File: src/rtl/mem_ctrl_pkg.sv
// Shared encodings for the byte-RAM port arbiter: FSM states, transfer size codes, grant owners.
package mem_ctrl_pkg;

  typedef enum logic [1:0] {
    ST_IDLE = 2'b00,
    ST_XFER = 2'b01,
    ST_DONE = 2'b10
  } state_e;

  localparam logic [1:0] SZ_BYTE = 2'b00;
  localparam logic [1:0] SZ_HALF = 2'b01;
  localparam logic [1:0] SZ_WORD = 2'b10;

  localparam logic GNT_CPU = 1'b0;
  localparam logic GNT_LD  = 1'b1;

  // Size code 11 behaves as a word.
  function automatic logic [2:0] size_to_nbytes(input logic [1:0] sz);
    case (sz)
      SZ_BYTE: size_to_nbytes = 3'd1;
      SZ_HALF: size_to_nbytes = 3'd2;
      SZ_WORD: size_to_nbytes = 3'd4;
      default: size_to_nbytes = 3'd4;
    endcase
  endfunction

endpackage

File: src/rtl/rr_arb2.sv
// Two-way round-robin arbiter; the pointer names the requester favoured on the next contention.
module rr_arb2
  import mem_ctrl_pkg::*;
#(
  parameter int unsigned FIRST_PRIO = 0
) (
  input  logic       clk_i,
  input  logic       rst_ni,
  input  logic [1:0] req_i,
  input  logic       accept_i,
  output logic       valid_o,
  output logic       gnt_o
);

  logic ptr_q;

  always_comb begin
    valid_o = |req_i;
    if (req_i == 2'b11) gnt_o = ptr_q;
    else                gnt_o = req_i[1] ? GNT_LD : GNT_CPU;
  end

  always_ff @(posedge clk_i or negedge rst_ni) begin
    if (!rst_ni)                  ptr_q <= 1'(FIRST_PRIO);
    else if (accept_i && valid_o) ptr_q <= ~gnt_o;
  end

endmodule

File: src/rtl/ram_port_arbiter.sv
// Serialises CPU and loader 8/16/32-bit big-endian requests onto a byte-wide RAM, one byte per cycle.
module ram_port_arbiter
  import mem_ctrl_pkg::*;
#(
  parameter int unsigned ADDR_W     = 8,
  parameter int unsigned FIRST_PRIO = 0
) (
  input  logic              CLK,
  input  logic              RESET,
  input  logic              cpu_req,
  input  logic              cpu_rw,
  input  logic [1:0]        cpu_size,
  input  logic [ADDR_W-1:0] cpu_addr,
  input  logic [31:0]       cpu_wdata,
  output logic              cpu_done,
  output logic [31:0]       cpu_rdata,
  input  logic              ld_req,
  input  logic              ld_rw,
  input  logic [1:0]        ld_size,
  input  logic [ADDR_W-1:0] ld_addr,
  input  logic [31:0]       ld_wdata,
  output logic              ld_done,
  output logic [31:0]       ld_rdata,
  output logic [ADDR_W-1:0] ram_addr,
  output logic              ram_we,
  output logic [7:0]        ram_wdata,
  input  logic [7:0]        ram_rdata,
  output logic              busy,
  output logic              grant
);

  state_e            state_q;
  logic              rw_q;
  logic [1:0]        idx_q;
  logic [1:0]        last_q;
  logic [ADDR_W-1:0] ram_addr_q;
  logic              ram_we_q;
  logic [31:0]       wsh_q;
  logic [31:0]       acc_q;
  logic [31:0]       acc_d;
  logic [31:0]       cpu_rdata_q;
  logic [31:0]       ld_rdata_q;
  logic              cpu_done_q;
  logic              ld_done_q;
  logic              busy_q;
  logic              grant_q;

  logic              arb_valid;
  logic              arb_gnt;
  logic              sel_rw;
  logic [1:0]        sel_size;
  logic [ADDR_W-1:0] sel_addr;
  logic [31:0]       sel_wdata;
  logic [2:0]        sel_n;
  logic [5:0]        sel_shamt;

  rr_arb2 #(.FIRST_PRIO(FIRST_PRIO)) u_arb (
    .clk_i    (CLK),
    .rst_ni   (RESET),
    .req_i    ({ld_req, cpu_req}),
    .accept_i (state_q == ST_IDLE),
    .valid_o  (arb_valid),
    .gnt_o    (arb_gnt)
  );

  always_comb begin
    if (arb_gnt == GNT_LD) begin
      sel_rw    = ld_rw;
      sel_size  = ld_size;
      sel_addr  = ld_addr;
      sel_wdata = ld_wdata;
    end else begin
      sel_rw    = cpu_rw;
      sel_size  = cpu_size;
      sel_addr  = cpu_addr;
      sel_wdata = cpu_wdata;
    end
    sel_n     = size_to_nbytes(sel_size);
    sel_shamt = {3'd4 - sel_n, 3'b000};
    acc_d     = {acc_q[23:0], ram_rdata};
  end

  // Write data is left-aligned so the outgoing byte is always bits [31:24]; read
  // bytes shift in from the bottom, which yields a zero-extended big-endian result.
  always_ff @(posedge CLK or negedge RESET) begin
    if (!RESET) begin
      state_q     <= ST_IDLE;
      rw_q        <= 1'b0;
      idx_q       <= '0;
      last_q      <= '0;
      ram_addr_q  <= '0;
      ram_we_q    <= 1'b0;
      wsh_q       <= '0;
      acc_q       <= '0;
      cpu_rdata_q <= '0;
      ld_rdata_q  <= '0;
      cpu_done_q  <= 1'b0;
      ld_done_q   <= 1'b0;
      busy_q      <= 1'b0;
      grant_q     <= 1'(FIRST_PRIO);
    end else begin
      case (state_q)
        ST_IDLE: begin
          ram_we_q <= 1'b0;
          if (arb_valid) begin
            grant_q    <= arb_gnt;
            rw_q       <= sel_rw;
            last_q     <= 2'(sel_n - 3'd1);
            idx_q      <= '0;
            ram_addr_q <= sel_addr;
            ram_we_q   <= ~sel_rw;
            wsh_q      <= sel_wdata << sel_shamt;
            acc_q      <= '0;
            busy_q     <= 1'b1;
            state_q    <= ST_XFER;
          end
        end
        ST_XFER: begin
          if (idx_q == last_q) begin
            ram_we_q <= 1'b0;
            state_q  <= ST_DONE;
            if (grant_q == GNT_LD) begin
              ld_done_q <= 1'b1;
              if (rw_q) ld_rdata_q <= acc_d;
            end else begin
              cpu_done_q <= 1'b1;
              if (rw_q) cpu_rdata_q <= acc_d;
            end
          end else begin
            idx_q      <= idx_q + 2'd1;
            ram_addr_q <= ram_addr_q + ADDR_W'(1);
            wsh_q      <= {wsh_q[23:0], 8'h00};
            acc_q      <= acc_d;
          end
        end
        ST_DONE: begin
          cpu_done_q <= 1'b0;
          ld_done_q  <= 1'b0;
          busy_q     <= 1'b0;
          state_q    <= ST_IDLE;
        end
        default: state_q <= ST_IDLE;
      endcase
    end
  end

  assign ram_addr  = ram_addr_q;
  assign ram_we    = ram_we_q;
  assign ram_wdata = wsh_q[31:24];
  assign cpu_done  = cpu_done_q;
  assign cpu_rdata = cpu_rdata_q;
  assign ld_done   = ld_done_q;
  assign ld_rdata  = ld_rdata_q;
  assign busy      = busy_q;
  assign grant     = grant_q;

endmodule

File: config.mk
export PLATFORM = sky130hd
export DESIGN_NAME = ram_port_arbiter
export DESIGN_NICKNAME = d
export VERILOG_FILES = /design/src/rtl/mem_ctrl_pkg.sv /design/src/rtl/rr_arb2.sv /design/src/rtl/ram_port_arbiter.sv
export SDC_FILE = /design/constraint.sdc
export NUM_CORES = 1
export LEC_CHECK = 0
export ABC_AREA = 1
export CORE_MARGIN = 1
export CORE_UTILIZATION = 47
export CTS_CLUSTER_SIZE = 14
export DETAILED_ROUTE_END_ITERATION = 16
export PLACE_DENSITY_LB_ADDON = 0.2
export SYNTH_ARGS = -nofsm -noshare
export SYNTH_HDL_FRONTEND = slang
export SYNTH_HIERARCHICAL = 1
export SYNTH_SLANG_ARGS = --single-unit
export TNS_END_PERCENT = 30
File: constraint.sdc
create_clock -name CLK -period 1.9 [get_ports CLK]
set_clock_uncertainty 0.15 [all_clocks]
set_input_delay 0.38 -clock CLK [delete_from_list [all_inputs] [get_ports CLK]]
set_output_delay 0.38 -clock CLK [all_outputs]
set_load 0.05 [all_outputs]
==> metrics.txt <==
Residual DRC 0; min-delay src ld_req; critical path startpoint u_arb/ptr_q; ys flop type dfrtp_1; Final min period 1.87 ns; Setup crit start kind flop; fmax 536 MHz; most instantiated library cell after synthesis nand2_1; Clock Sinks 141; Syn-to-layout area delta 42.2%; row cnt 43; relative slew slack roughly 73%; Syn Area/Cell between 8 and 9 um^2; status complete, no violations; number of synthesized flops with an enable pin 0; CP max FO 8; Worst Hold Class input pin to flop; WL/cell 15.1 um; main combinational cell family by area after synthesis simple AND/OR/NAND/NOR gates; largest net degree at the start of global routing 65; leakage power 4.62 nW; Post-Synth Adder-Cell Area 0.188%; I/O pin total 183; Async SR Flop Fraction 100%; CP Data Arrival Time 2.03 ns; CTS Root Cell clkbuf_16; Crit path required time 2.06 ns; Final Setup Violations 0; vias in the first global route 5735; Synth cell types 33; Synth top area share 52.9%; CP endpoint kind flop; Vias 6116; Area contributors post-synth dfrtp_1 53%, nand2_1 13%, nand3_1 4.1%, o21ai_1 3.9%, inv_1 3.7%; I/O Buffers 182; First-pass DRT Iterations 5; register area share after synthesis 52.9%; Detail Placement HPWL 12500 um; Seq cells post-synth 141; core footprint 0.0139 mm^2; Max clock buf depth 2; DRT iter0 DRCs slightly above 400; Compound-Gate Fraction of Synth Area 15.1%; final core occ between 60% and 70%; Global Route Usage Sum between 20% and 30%; Placer Congestion between 0.8 and 0.9; Filler Cell Count 1160; syn_nets 883; critical path type flop to flop; simple-gate share of the synthesized area between 20% and 30%; Die Y about 120 um; drt via density approximately 5.2; multiplexer share of the synthesized area 0%; Antenna Nets Post-Route 0; Final Cycle Share 98.3%; final hold viol count 0; initial antenna violation count 0; Hold Path Stages 4; TritonCTS buffer count 17; nets@finish approximately 1100; worst-case reg-to-reg path depth 11; Fin Setup TNS 0 ns; Post-synth top cells 230 x nand2_1, 141 x dfrtp_1, 65 x inv_1; worst slew pin tran 0.396 ns; RSZ-0062 raised after global routing yes; worst r2r src u_arb/ptr_q; WL final 17800 um; final slew viol count 0; Syn Inst Count 784; Hold Slack ~0.23 ns; H-tree Lvls 4; P per Cell Area 2000 mW/mm^2; Synth Cell Area 0.00667 mm^2; Peak VDD IR 941 uV; share of layout cells above drive strength 1 between 20 and 25%; global-route wire length before repair 28800 um; final antenna diode count 0; Reg clk slew, reported paths 0.07 ns; CTS tree done; post-synthesis xor/xnor area fraction 0%; latest clock arrival within the worst-skew pair between 0.4 and 0.5 ns; total grt overflow 0; area of the die 0.0147 mm^2; maxcap violations 0; die width ~120 um; starting density of the core 48.1%; cell taking the most area after synthesis dfrtp_1; Ys Warns 6
cells in the final DEF, fill, tap and decap left out, types with 4 or more instances in the layout:
| cell type | synthesis | final |
|---|---|---|
| o21ai_0 | 34 | 27 |
| nor2_1 | 36 | 34 |
| nand3_1 | 55 | 48 |
| o211ai_1 | 10 | 10 |
| nand3_2 | 0 | 7 |
| buf_6 | 7 | 5 |
| buf_4 | 15 | 114 |
| nand2_4 | 6 | 7 |
| o21ai_2 | 21 | 24 |
| inv_6 | 0 | 7 |
| o21ai_1 | 52 | 56 |
| clkdlybuf4s50_1 | 0 | 94 |
| a21oi_1 | 13 | 11 |
| inv_2 | 4 | 6 |
| or2_2 | 11 | 11 |
| nor2_4 | 1 | 4 |
| dfrtp_1 | 141 | 141 |
| clkbuf_16 | 0 | 17 |
| nand2_2 | 3 | 13 |
| buf_12 | 0 | 14 |
| nand2_1 | 230 | 220 |
| o22ai_1 | 33 | 33 |
| inv_1 | 65 | 63 |
sequential cells by signal (all words and copies together) (netlist names):
name and count:
ram_addr 8, grant 1, idx_q 2, cpu_rdata 32
busy 1, ld_rdata 32, acc_q 24, cpu_done 1
ld_done 1, u_arb/ptr_q 1, last_q 2, wsh_q 32
ram_we 1, rw_q 1, state_q 2
metal layers:
metal / vias to the layer above / wire [um] / GRT usage, %
met5: - / 0 / 0
met4: 0 / 238 / 8.87
met3: 21 / 1150 / 5.22
met2: 258 / 8690 / 41.5
met1: 2867 / 7750 / 33.5
li1: 2970 / - / -
final cells by class:
type,instances,area (um^2),area share [%]
sequential,141,3530,37.2
multi-input combinational,526,2700,28.5
timing repair buffer,231,2190,23.1
clock buffer,17,425,4.48
inverter,70,265,2.80
tap,180,225,2.37
clock inverter,15,150,1.58
through the flow:
step | power, W | worst slack, ns | instance area (um^2) | cells
floorplan | 0.0121 | 0.0986 | 6670 | 784
global placement | 0.0153 | -0.427 | 8670 | 1137
detailed placement | 0.0155 | -0.486 | 8670 | 1137
CTS | 0.0189 | -0.00844 | 9360 | 1179
global route | 0.0201 | -0.0717 | 9490 | 1180
finish | 0.0189 | 0.0330 | 9490 | 1180
path summary, 6_finish.rpt:
path / to / slack [ns]
max: wsh_q[29] / 0.03
min: u_arb/ptr_q / 0.23
max reg2reg: wsh_q[29] / 0.03
min reg2reg: ld_rdata[18] / 0.33
max in group asynchronous: ld_rdata[21] / 0.75
min in group asynchronous: cpu_rdata[7] / 0.26
cell families after synthesis:
group | Yosys count
AND/OR/NAND/NOR | 354
flip-flops | 141
adder cells (fa/ha/maj) | 1
buffers and inverters | 119
AO/OA/AOI/OAI | 169
repair_timing:
action	CTS	global route
pin swaps	1	14
setup buffers	6	2
hold endpoints to repair	27	0
setup endpoints to repair	10	32
hold buffers	1	0
cloned	3	0
gates resized for setup	6	40
critical path, cell delays in order (launching register included):
cell	delay, ns
dfrtp_1	0.37
inv_2	0.06
a21boi_4	0.29
buf_12	0.17
nand2_2	0.07
nand2_4	0.13
buf_4	0.16
nand2_8	0.07
nand2_2	0.07
nand3_1	0.09
nand3_2	0.08
nand2_1	0.05
where the power goes:
part | internal [W] | switching, W | leakage (nW)
combinational | 0.00359 | 0.00698 | 2.56
clock | 0.00185 | 0.00140 | 0.276
sequential | 0.00433 | 0.000784 | 1.79
Power figures use the tool's default switching activity.
